### src/rtl/go_pkg.sv
// Shared constants for the Go board datapath.
//   Cell encodings stored in checkerboard_state_ram, move response status
//   codes, board geometry and the RAM address/data widths.
package go_pkg;

    localparam int BOARD_DIM = 8;
    localparam int ADDR_W    = 6;
    localparam int DATA_W    = 2;

    // Cell contents: 00 empty, 01 black, 10 white, 11 reserved.
    localparam logic [1:0] CELL_EMPTY = 2'b00;
    localparam logic [1:0] CELL_BLACK = 2'b01;
    localparam logic [1:0] CELL_WHITE = 2'b10;

    // Move response status.
    localparam logic [1:0] ST_OK       = 2'b00;
    localparam logic [1:0] ST_OCCUPIED = 2'b01;
    localparam logic [1:0] ST_BLOCKED  = 2'b10;

    // Colour that moves after the given one.
    function automatic logic [1:0] other_colour(input logic [1:0] c);
        return (c == CELL_BLACK) ? CELL_WHITE : CELL_BLACK;
    endfunction

endpackage

### src/rtl/move_placer.sv
// move_placer: move-entry stage for the 8x8 board in checkerboard_state_ram.
//   Accepts one move request (placement or pass) at a time, checks the target
//   cell through the asynchronous RAM read port, writes the current player's
//   stone into an empty cell, and tracks turn, move count and game end
//   (two consecutive passes). Stays off the shared write port while inhibit
//   (board clear in progress) is high.
//
// Ports:
//   clk, rst            clock, synchronous active-high reset
//   clear               new-game pulse, same effect as rst
//   inhibit             board clear in progress; no write, no new request
//   req_valid/req_ready request handshake; req_row/req_col/req_pass payload
//   rsp_valid/rsp_status one-cycle response pulse, status OK/OCCUPIED/BLOCKED
//   rd_addr/rd_data     RAM read port (asynchronous read)
//   ram_we/ram_addr/ram_data  RAM write port towards the external write mux
//   turn, move_count, game_over  game status
module move_placer #(
    parameter int ADDR_W = go_pkg::ADDR_W,
    parameter int DATA_W = go_pkg::DATA_W
) (
    input  logic              clk,
    input  logic              rst,
    input  logic              clear,
    input  logic              inhibit,
    input  logic              req_valid,
    output logic              req_ready,
    input  logic [2:0]        req_row,
    input  logic [2:0]        req_col,
    input  logic              req_pass,
    output logic              rsp_valid,
    output logic [1:0]        rsp_status,
    output logic [ADDR_W-1:0] rd_addr,
    input  logic [DATA_W-1:0] rd_data,
    output logic              ram_we,
    output logic [ADDR_W-1:0] ram_addr,
    output logic [DATA_W-1:0] ram_data,
    output logic [1:0]        turn,
    output logic [7:0]        move_count,
    output logic              game_over
);
    import go_pkg::*;

    typedef enum logic [1:0] {
        S_IDLE,
        S_CHECK,
        S_WRITE,
        S_RESP
    } state_t;

    state_t      state_q;
    state_t      state_nxt;

    logic        pass_q;
    logic [1:0]  status_q;
    logic [1:0]  turn_q;
    logic [7:0]  count_q;
    logic [1:0]  pass_cnt_q;

    logic        accept;
    logic        commit_pass;
    logic        commit_place;
    logic        status_ld;
    logic [1:0]  status_nxt;
    logic        load_wr;

    // ---------------------------------------------------------------
    // State register
    // ---------------------------------------------------------------
    always_ff @(posedge clk) begin
        if (rst || clear) begin
            state_q <= S_IDLE;
        end else begin
            state_q <= state_nxt;
        end
    end

    // ---------------------------------------------------------------
    // Next state and per-state decisions
    // ---------------------------------------------------------------
    always_comb begin
        state_nxt    = state_q;
        req_ready    = 1'b0;
        accept       = 1'b0;
        commit_pass  = 1'b0;
        commit_place = 1'b0;
        status_ld    = 1'b0;
        status_nxt   = ST_OK;
        load_wr      = 1'b0;
        case (state_q)
            S_IDLE: begin
                req_ready = ~inhibit & ~game_over;
                if (req_valid && req_ready) begin
                    accept    = 1'b1;
                    state_nxt = S_CHECK;
                end
            end
            S_CHECK: begin
                if (inhibit) begin
                    status_ld  = 1'b1;
                    status_nxt = ST_BLOCKED;
                    state_nxt  = S_RESP;
                end else if (pass_q) begin
                    status_ld   = 1'b1;
                    status_nxt  = ST_OK;
                    commit_pass = 1'b1;
                    state_nxt   = S_RESP;
                end else if (rd_data != '0) begin
                    status_ld  = 1'b1;
                    status_nxt = ST_OCCUPIED;
                    state_nxt  = S_RESP;
                end else begin
                    load_wr   = 1'b1;
                    state_nxt = S_WRITE;
                end
            end
            S_WRITE: begin
                status_ld = 1'b1;
                if (inhibit) begin
                    status_nxt = ST_BLOCKED;
                end else begin
                    status_nxt   = ST_OK;
                    commit_place = 1'b1;
                end
                state_nxt = S_RESP;
            end
            S_RESP: begin
                state_nxt = S_IDLE;
            end
            default: begin
                state_nxt = S_IDLE;
            end
        endcase
    end

    // ---------------------------------------------------------------
    // Move registers and game status
    // ---------------------------------------------------------------
    always_ff @(posedge clk) begin
        if (rst || clear) begin
            pass_q     <= 1'b0;
            status_q   <= ST_OK;
            rd_addr    <= '0;
            ram_addr   <= '0;
            ram_data   <= '0;
            turn_q     <= CELL_BLACK;
            count_q    <= '0;
            pass_cnt_q <= '0;
        end else begin
            if (accept) begin
                // rd_addr doubles as the latched target address.
                rd_addr <= ADDR_W'({req_row, req_col});
                pass_q  <= req_pass;
            end
            if (status_ld) begin
                status_q <= status_nxt;
            end
            // Write port is set up on entry to WRITE; turn cannot change
            // between CHECK and WRITE, so the stone colour is final here.
            if (load_wr) begin
                ram_addr <= rd_addr;
                ram_data <= DATA_W'(turn_q);
            end
            if (commit_pass || commit_place) begin
                turn_q <= other_colour(turn_q);
                if (count_q != 8'hFF) begin
                    count_q <= count_q + 8'd1;
                end
            end
            if (commit_pass) begin
                if (pass_cnt_q != 2'b11) begin
                    pass_cnt_q <= pass_cnt_q + 2'd1;
                end
            end else if (commit_place) begin
                pass_cnt_q <= '0;
            end
        end
    end

    // Write enable is combinational so inhibit, rst and clear cut it off
    // within the same cycle.
    assign ram_we     = (state_q == S_WRITE) & ~inhibit & ~rst & ~clear;
    assign rsp_valid  = (state_q == S_RESP);
    assign rsp_status = status_q;
    assign turn       = turn_q;
    assign move_count = count_q;
    // Counter reaches 2 only through consecutive passes; bit 1 marks it.
    assign game_over  = pass_cnt_q[1];

endmodule
### config.mk
export PLATFORM = sky130hd
export DESIGN_NAME = move_placer
export DESIGN_NICKNAME = d
export VERILOG_FILES = /design/src/rtl/go_pkg.sv /design/src/rtl/move_placer.sv
export SDC_FILE = /design/constraint.sdc
export NUM_CORES = 1
export LEC_CHECK = 0
export CAP_MARGIN = 20
export CELL_PAD_IN_SITES_DETAIL_PLACEMENT = 1
export CELL_PAD_IN_SITES_GLOBAL_PLACEMENT = 1
export CORE_MARGIN = 3
export CORE_UTILIZATION = 36
export DETAILED_ROUTE_END_ITERATION = 8
export GPL_TIMING_DRIVEN = 0
export PLACE_DENSITY_LB_ADDON = 0.1
export SLEW_MARGIN = 20
export SYNTH_ARGS = -nofsm -noshare
export SYNTH_HDL_FRONTEND = slang
export SYNTH_SLANG_ARGS = --single-unit
### constraint.sdc
create_clock -name clk -period 4.2 [get_ports clk]
set_input_delay 0.63 -clock clk [delete_from_list [all_inputs] [get_ports clk]]
set_output_delay 0.63 -clock clk [all_outputs]
set_load 0.01 [all_outputs]
==> summary.txt, run 1 <==
Global routing
  – Vias in the first global route: 1,326
  – Initial antenna violation count: 0
  – Gr usage total: approximately 17%
  – Largest net degree at the start of global routing: 12
  – First-pass GRT wire length: 5970 um
  – Remaining Overflow, GRT: 0

Clock network
  – CTS Buf Count: 5
  – Clock Latency Late Sink: 0.29 ns
  – Sink Count: 31
  – Post_cts resized: 0
  – Worst-path clk slew: 0.07 ns
  – Clock buffer depth: 2
  – CTS tree: yes
  – Clock Tree Root: clkbuf_8
  – Post-CTS Setup Bufs: 0
  – Hold buffer count at cts: 0
  – # H-tree levels: 2

Setup path
  – Crit path max-delay family: buffers and inverters
  – Worst Path Arrival: roughly 2.3 ns
  – Worst-path fanout max: 10
  – Slowest-stage cell, CP: clkdlybuf4s50_1
  – Critical path type: primary input to primary output
  – CP startpoint kind: primary input
  – CP Cell Sequence: clkdlybuf4s50_1, or2_2, buf_6, nor3b_1, clkdlybuf4s50_1
  – CP bufs+invs: 3
  – Critical Path Sink Type: primary output
  – Critical Path Most Common Cell: clkdlybuf4s50_1
  – Critical path required time: ~3.6 ns
  – Worst path max stage delay: about 0.57 ns

Timing
  – Clock Skews: between 0.003 and 0.004 ns
  – RSZ-0062 raised after global routing: no
  – Setup TNS: 0 ns
  – Max Freq: 0.341 GHz
  – Slew Limit Fails: 0
  – Post-layout min period: between 2 and 3 ns
  – Final Cycle Share: 69.9%
  – Worst slew margin: 67.7%
  – Final setup violation count: 0
  – Actual slew at the worst max-slew pin: 0.481 ns
  – Hold Vio Cnt, Final: 0

Route
  – DRT Wirelength: about 3700 um
  – Post-DRT Antenna Nets: 0
  – DR WL/cell: roughly 15 um
  – Drt pass-1 iters: 4
  – Via count: between 1,000 and 1,500
  – Number of remaining DRC errors: 0
  – Post-DR vias/cell: between 5 and 6
  – First DRT Iteration DRCs: 29

Synth
  – Post-synth EDFFs: 0
  – Most frequent cells after synthesis: dfxtp_1 (31), nor2_1 (24), mux2i_1 (18)
  – Fraction of registers with async set/reset: 0%
  – Synth cell types: 37
  – Synth warn: 0
  – #FFs+latches synth: 31
  – Post-synth top flop: dfxtp_1
  – Seq/Total Area, Yosys: between 40% and 50%
  – Most numerous cell in the Yosys netlist: dfxtp_1
  – Post-synth top area share: roughly 44%
  – Cell taking the most area after synthesis: dfxtp_1
  – Avg Cell Area, Syn: approximately 9.6 sq um
  – Post-Synthesis Cell Area: roughly 0.0014 sq mm
  – Largest cells by area after synthesis: dfxtp_1 (44%), mux2i_1 (13%), nor2_1 (6.4%)
  – Mapped Cells: roughly 150
  – Syn_nets: approximately 170

Power
  – Pwr dens: approximately 290 mW/mm^2
  – VDD IR max: about 190 uV
  – P_leak: between 0.7 and 0.8 nW

Placed design
  – Routability cong.: 0.754
  – Hpwl dp: between 2000 and 3000 um
  – DP Area: about 0.0019 sq mm
  – Port-buffer cells: 43
  – Post-Place Cells: around 240

Floorplan
  – # IOs: 44
  – CORE AREA: roughly 0.0037 sq mm
  – Die H: 68.5 um
  – Site Rows: 22
  – Starting Density: a little under two fifths
  – DIE WIDTH: 68.5 um
  – Die area: about 0.0047 sq mm

Layout
  – Nets: around 220
  – Design Area, Final: between 0.0015 and 0.002 sq mm
  – Share of cells above drive strength 1: under 10%
  – Number of diodes: 0
  – Final std cells w/o fill: 246
  – Area growth syn-to-layout: 41.2%

Status
  – Outcome: finished, final reports clean

Run
  – # Max-Cap Violations: 0

Worst hold path
  – HP Class: register to register
==> registers in the layout (all words and copies together), names as in the netlist <==
signal,cells
move_count,8
turn,2
state_q,2
pass_cnt_q,2
ram_addr,6
pass_q,1
ram_data,2
rd_addr,6
rsp_status,2
==> cell usage in the layout (no fill, tap or decap), types with 3 or more instances in the layout <==
master / n
clkbuf_1: 3
nor2_1: 24
clkdlybuf4s50_1: 43
and3_1: 3
nand2_1: 3
nor3_1: 3
a21o_1: 3
o31ai_1: 3
ha_1: 7
or4_1: 3
nor3b_1: 4
mux2i_1: 18
clkbuf_8: 5
inv_1: 6
a21oi_1: 6
o21ai_0: 4
dfxtp_1: 31
==> per-stage QoR <==
step	setup WS (ns)	util, %	power [mW]	hold WS [ns]
finish	1.26	53.5	0.581	0.482
global route	1.21	53.5	0.607	0.513
CTS	1.25	53.5	0.588	0.487
detailed placement	1.25	51.1	0.354	0.478
global placement	1.26	51.1	0.351	0.467
floorplan	2.18	-	0.329	0.493
==> area by class of cell <==
class / count / area [sq um]
well taps: 48 / 60.1
multi-input cells: 105 / 737
clock buffers: 5 / 68.8
fillers: 437 / 1730
repair buffers: 43 / 430
flip-flops and latches: 31 / 621
inverters: 6 / 22.5
clock inverters: 3 / 20.0
plain buffers: 5 / 27.5
==> worst register-to-register path, delay by kind of cell (launching register included) <==
family	cells	cell delay [ns]
adder cells (fa/ha/maj)	1	0.31
AND/OR/NAND/NOR	2	0.87
AO/OA/AOI/OAI	2	0.31
buffers and inverters	1	0.12
flip-flops	1	0.34
==> final timing paths <==
kind	startpoint	to	slack [ns]	cells after the start
worst max-delay path	rst	ram_we	1.26	5
worst min-delay path	rsp_status[1]	rsp_status[1]	0.48	2
worst max register to register	state_q[1]	move_count[7]	2.20	6
worst min register to register	rsp_status[1]	rsp_status[1]	0.48	2
==> layer usage <==
layer	track usage (%)	share of wire, %	wire (um)
met1	19.3	43	1570
met2	29.9	50	1850
met3	5.35	5.3	194
met4	7.69	1.4	53
met5	0	0	0
==> cells by family (layout without fill, tap and decap cells) <==
kind of cell    Yosys count  count (layout)  synth area share, %
compound gates           24              24                 11.6
xor+xnor                  1               1                0.622
fa+ha+maj                 7               7                 6.22
buf+inv                  11              62                 3.55
flops                    31              31                 44.1
mux                      18              18                 12.8
simple gates             55              55                 21.2
==> report_power, final <==
group / internal [mW] / leakage, nW / total [mW] / switching (mW)
sequential: 0.296 / 0.250 / 0.299 / 0.00232
clock: 0.115 / 0.0402 / 0.234 / 0.119
combinational: 0.0252 / 0.487 / 0.0480 / 0.0228
No activity file was read; power rests on OpenSTA's default activity.
==> inputs of run 2 (changes only) <==
CORE_UTILIZATION = 34   (was 36)
clock period = 3 ns   (was 4.2 ns; I/O delays follow)
==> run 2 against run 1 <==
  * Register-to-register slack lost 1.2 ns
  * Total power grew 57%
  * Largest power group is now clock
  * Hold slack improved by 0.014 ns
  * Clock power rose by 83%
  * Cell area is 1.4% higher
  * Largest cell class unchanged
  * Sequential power rose by 40%
  * Critical endpoint unchanged
  * Cell count did not move
  * Highest routed layer unchanged
  * Sequential share of layout area shrank 0.45 points
  * Clock skew rose by 0.0031 ns
  * Via count rose by 0.48%
  * Sequential cell count unchanged
  * Count of clock-buffer cells in the layout grew 1
==> summary.txt, run 2 (same netlist as run 1, synthesis figures left out) <==
Placed design
  – Routability cong.: 0.752 (-0.32%)
  – DP Worst Slack: 0.438 ns (-0.811 ns)
  – Post-Place Cells: 238 (unchanged)
  – Port-buffer cells: 43 (unchanged)
  – Hpwl dp: 2790 um (-1.1%)
  – DP Area: 0.00190 sq mm (unchanged)

Clock network
  – Hold buffer count at cts: 0 (unchanged)
  – Post_cts resized: 0 (unchanged)
  – Sink Count: 31 (unchanged)
  – CTS Buf Count: 5 (unchanged)
  – Clock Tree Root: clkbuf_8
  – Worst-path clk slew: 0.06 ns (about the same)
  – Clock buffer depth: 2 (unchanged)
  – Post-CTS Setup Bufs: 0 (unchanged)
  – Clock Latency Late Sink: 0.28 ns (about the same)
  – CTS tree: yes
  – # H-tree levels: 2 (unchanged)

Timing
  – Max Freq: between 0.3 and 0.4 GHz
  – Post-layout min period: around 2.5 ns
  – Final Cycle Share: 85.0%
  – Actual slew at the worst max-slew pin: 0.530 ns (+0.0496 ns)
  – Setup ws final: 0.450 ns (-0.814 ns)
  – RSZ-0062 raised after global routing: no
  – Setup TNS: 0 ns (unchanged)
  – Hold Vio Cnt, Final: 0 (unchanged)
  – Worst slew margin: 64.6% (-3.1 points)
  – Slew Limit Fails: 0 (unchanged)
  – Hold slack: 0.496 ns (+0.0140 ns)
  – Clock Skews: 0.00646 ns (+0.00314 ns)
  – Final setup violation count: 0 (unchanged)

Global routing
  – Vias in the first global route: 1,319 (-0.53%)
  – First-pass GRT wire length: 6130 um (+2.8%)
  – Remaining Overflow, GRT: 0 (unchanged)
  – Gr usage total: 15.9% (-1.4 points)
  – Initial antenna violation count: 0 (unchanged)
  – Largest net degree at the start of global routing: 11 (-1)

Route
  – Max Used Layer: met4
  – Drt pass-1 iters: 4 (unchanged)
  – DR WL/cell: 14.7 um (-1.5%)
  – Number of remaining DRC errors: 0 (unchanged)
  – Met2 WL: 1880 um (+1.7%)
  – Post-DRT Antenna Nets: 0 (unchanged)
  – M1 wire length: 1510 um (-4.1%)
  – Via count: 1,261 (+0.48%)
  – Post-DR vias/cell: 5.13 (+0.48%)
  – First DRT Iteration DRCs: 37 (+28%)
  – DRT Wirelength: 3620 um (-1.5%)
  – Met3 wire len: 168 um (-13%)

Layout
  – Util after Layout: 52.7% (-0.79 points)
  – Share of cells above drive strength 1: 9.09% (unchanged)
  – Nets: 218 (unchanged)
  – Multi-input gate area: 737 sq um (unchanged)
  – Register area: 621 sq um (unchanged)
  – Final std cells w/o fill: 246 (unchanged)
  – Commonest non-fill, non-tap cells in the layout: clkdlybuf4s50_1 (43), dfxtp_1 (31), nor2_1 (24)
  – Design Area, Final: 0.00202 sq mm (+1.4%)
  – Area growth syn-to-layout: 43.2%
  – Fill cells: 432 (-1.1%)
  – Number of diodes: 0 (unchanged)
  – Most common cell after layout, fill and taps aside: clkdlybuf4s50_1
  – Largest register FFs: 8 (unchanged)

Status
  – Outcome: finished, final reports clean

Power
  – Total power: 913 uW (+57%)
  – Pwr dens: 453 mW/mm^2 (+55%)
  – VDD IR max: 302 uV (+60%)
  – P_leak: 0.798 nW (+2.7%)

Floorplan
  – Starting Density: 36.8% (-1.1 points)
  – Die H: 70.3 um (+2.6%)
  – CORE AREA: 0.00383 sq mm (+3.0%)
  – DIE WIDTH: 70.3 um (+2.6%)
  – # IOs: 44 (unchanged)
  – Die area: 0.00495 sq mm (+5.4%)
  – Site Rows: 22 (unchanged)

Setup path
  – Critical path required time: 2.55 ns (-1.02 ns)
  – Critical Path Most Common Cell: clkdlybuf4s50_1
  – Worst Path Arrival: 2.10 ns (-0.21 ns)
  – Worst-path fanout max: 10 (unchanged)
  – CP Cell Sequence: clkdlybuf4s50_1, or2_2, buf_6, nor3b_1, clkdlybuf4s50_1
  – Slowest-stage cell, CP: clkdlybuf4s50_1
  – CP startpoint kind: primary input
  – Critical Path Sink Type: primary output
  – Worst path max stage delay: 0.57 ns (about the same)
  – Critical path type: primary input to primary output

Worst hold path
  – HP Class: register to register

Run
  – # Max-Cap Violations: 0 (unchanged)
[run 2: cell count changes in the layout (fill, tap and decap cells not counted), sizes merged]
cell	change
clkinvlp	-2
bufinv	+1
clkbuf	+1
[run 2: cell type report]
cell class	count	share of cell area, %
clock inverter	2	1.74
tap	48	2.98
inverter	6	1.12
buffer	5	1.37
sequential	31	30.8
clock buffer	6	4.10
timing repair buffer	43	21.4
multi-input combinational	105	36.6
[run 2: worst paths after layout]
path / from / to / slack (ns) / cells after the start
max: rst / ram_we / 0.45 / 5
min: ram_addr[0] / ram_addr[0] / 0.50 / 2
max reg2reg: state_q[1] / move_count[7] / 1.03 / 6
min reg2reg: ram_addr[0] / ram_addr[0] / 0.50 / 2
[run 2: power by group]
group	internal (mW)	switching [mW]	total, mW
registers	0.415	0.00308	0.418
logic	0.0353	0.0321	0.0674
clock network	0.268	0.159	0.428
total	0.719	0.194	0.913
[run 2: layer usage]
layer / vias to the layer above / global-route usage, %
li1: 626 / -
met1: 600 / 16.8
met2: 29 / 28.6
met3: 6 / 4.60
met4: 0 / 7.23
met5: - / 0
[run 2: critical path: cells and delay by family]
| kind | cells | cell delay [ns] |
|---|---|---|
| buffers and inverters | 3 | 1.13 |
| AND/OR/NAND/NOR | 2 | 0.52 |
==> inputs of run 3 (changes only) <==
CORE_UTILIZATION = 31   (was 34)
clock period = 2.2 ns   (was 3 ns; I/O delays follow)
==> run 3 against run 2 <==
  * Largest power group unchanged
  * Largest cell class unchanged
  * Non-clock buffer count stayed put
  * Highest routed layer unchanged
  * Clock power is 37% higher
  * Count of clock-buffer cells in the layout stayed put
  * Critical path depth stayed put
==> summary.txt, run 3 (same netlist as run 1, synthesis figures left out) <==
Layout
  – Commonest non-fill, non-tap cells in the layout: clkdlybuf4s50_1 (42), dfxtp_1 (31), nor2_1 (24)
  – Share of cells above drive strength 1: 9.09% (unchanged)
  – Number of diodes: 0 (unchanged)
  – Most common cell after layout, fill and taps aside: clkdlybuf4s50_1
  – Nets: 218 (unchanged)
  – Largest register FFs: 8 (unchanged)
  – Area growth syn-to-layout: 43.3% (about the same)

Timing
  – Hold Vio Cnt, Final: 0 (unchanged)
  – Setup ws final: 0.112 ns (-0.338 ns)
  – RSZ-0062 raised after global routing: no
  – Slew Limit Fails: 0 (unchanged)
  – Final Cycle Share: between 90% and 100%
  – Clock Skews: 0.00196 ns (-0.00450 ns)
  – Actual slew at the worst max-slew pin: 0.514 ns (-0.0167 ns)
  – Worst slew margin: 65.7% (+1.1 points)
  – Max Freq: between 0.4 and 0.5 GHz
  – Hold slack: 0.481 ns (-0.0147 ns)
  – Post-layout min period: 2.09 ns
  – Final setup violation count: 0 (unchanged)

Power
  – Internal: 980 uW (+36%)
  – VDD IR max: 286 uV (-5.1%)
  – Logic pwr share: 7.3% (about the same)
  – P_leak: 0.803 nW (+0.61%)
  – Switching share of total power: 21.5% (+0.17 points)
  – Flop pwr share: 45.7% (about the same)
  – Pwr dens: 619 mW/mm^2 (+37%)
  – Sw Pwr: 268 uW (+38%)
  – Power share of the clock group: 47.0% (+0.2 points)

Setup path
  – Critical Path Sink Type: primary output
  – CP startpoint kind: primary input
  – CP bufs+invs: 3 (unchanged)
  – Slowest-stage cell, CP: clkdlybuf4s50_1
  – Worst path max stage delay: 0.42 ns (-0.15 ns)
  – R2R cell count: 6 (unchanged)
  – Crit path max-delay family: buffers and inverters
  – CP startpoint: rst
  – Critical path required time: 1.87 ns (-0.68 ns)
  – Worst-path fanout max: 10 (unchanged)
  – Worst Path Arrival: 1.76 ns (-0.34 ns)
  – Critical path type: primary input to primary output
  – Worst path depth: 5 (unchanged)
  – CP Cell Sequence: clkdlybuf4s50_1, or2_2, buf_6, nor3b_1, dlygate4sd2_1
  – Reg-to-Reg Start: state_q[1]

Clock network
  – CTS Buf Count: 5 (unchanged)
  – # H-tree levels: 2 (unchanged)
  – Worst-path clk slew: 0.07 ns (about the same)
  – Clock Latency Late Sink: 0.28 ns (about the same)
  – Hold buffer count at cts: 0 (unchanged)
  – Sink Count: 31 (unchanged)
  – CTS tree: yes
  – Clock buffer depth: 2 (unchanged)
  – Clock Tree Root: clkbuf_8

Worst hold path
  – Hold depth: 2 (unchanged)
  – HP Class: register to register
  – Worst hold path startpoint: rsp_status[1]

Floorplan
  – Starting Density: 33.5% (-3.3 points)
  – Site Rows: 23 (+4.5%)
  – # IOs: 44 (unchanged)
  – Die H: 73.4 um (+4.3%)
  – Die area: 0.00539 sq mm (+8.8%)
  – DIE WIDTH: 73.4 um (+4.3%)
  – CORE AREA: 0.00420 sq mm (+9.8%)

Route
  – Post-DRT Antenna Nets: 0 (unchanged)
  – Met3 wire len: 239 um (+42%)
  – M1 wire length: 1600 um (+6.5%)
  – Via count: 1,293 (+2.5%)
  – Max Used Layer: met4
  – Drt pass-1 iters: 4 (unchanged)
  – DR WL/cell: 14.9 um (+1.4%)
  – DRT Wirelength: 3700 um (+2.2%)
  – Met2 WL: 1790 um (-5.0%)
  – First DRT Iteration DRCs: 32 (-14%)
  – Post-DR vias/cell: 5.21 (+1.7%)
  – Number of remaining DRC errors: 0 (unchanged)

Placed design
  – Hpwl dp: 2830 um (+1.5%)
  – DP Worst Slack: -0.179 ns (-0.618 ns)
  – Routability cong.: 0.747 (-0.64%)
  – Port-buffer cells: 43 (unchanged)

Global routing
  – Initial antenna violation count: 0 (unchanged)
  – Gr usage total: 15.1% (-0.78 points)
  – Vias in the first global route: 1,348 (+2.2%)
  – Largest net degree at the start of global routing: 11 (unchanged)
  – First-pass GRT wire length: 6220 um (+1.5%)
  – Remaining Overflow, GRT: 0 (unchanged)

Status
  – Outcome: finished, final reports clean

Run
  – # Max-Cap Violations: 0 (unchanged)
-- run 3: worst min-delay path: cells and delay by family (launching register included) --
family	cells	cell delay (ns)
AO/OA/AOI/OAI	2	0.13
flip-flops	1	0.31
-- run 3: metal layers --
metal | up-vias | track usage (%)
met5 | - | 0
met4 | 0 | 6.84
met3 | 6 | 5.61
met2 | 37 | 25.0
met1 | 620 | 17.2
li1 | 630 | -
-- run 3: power by group through the flow --
stage	Clock (mW)	Sequential (mW)	Combinational, mW
2_1_floorplan	0	0.583	0.0444
3_3_place_gp	0	0.583	0.0887
3_5_place_dp	0	0.583	0.0920
4_1_cts	0.607	0.570	0.0925
5_1_grt	0.629	0.570	0.0998
6_report	0.587	0.570	0.0906
-- run 3: through the flow --
stage	setup TNS (ns)	area, sq um	utilization (%)	cells	power (mW)
finish	0	2020	48.0	248	1.25
global route	0	2020	48.0	248	1.30
CTS	0	2020	48.0	248	1.27
detailed placement	-0.179	1900	45.2	240	0.675
global placement	-0.143	1900	45.2	240	0.671
floorplan	0	1410	-	147	0.628
-- run 3: final cells by class --
class	count	area [sq um]
multi-input combinational	105	737
buffer	5	27.5
timing repair buffer	43	429
clock inverter	2	35.0
fill	479	2180
tap	50	62.6
inverter	6	22.5
clock buffer	6	82.6
sequential	31	621
-- run 3: worst paths after layout --
check,to,slack [ns]
max reg2reg,move_count[7],0.19
min,rsp_status[1],0.48
max,ram_we,0.11
min reg2reg,rsp_status[1],0.48
-- run 3: what timing repair did --
| item | CTS | global route |
|---|---|---|
| gates resized for setup | 1 | 0 |
| setup endpoints to repair | 1 | 0 |
| setup buffers | 0 | 0 |
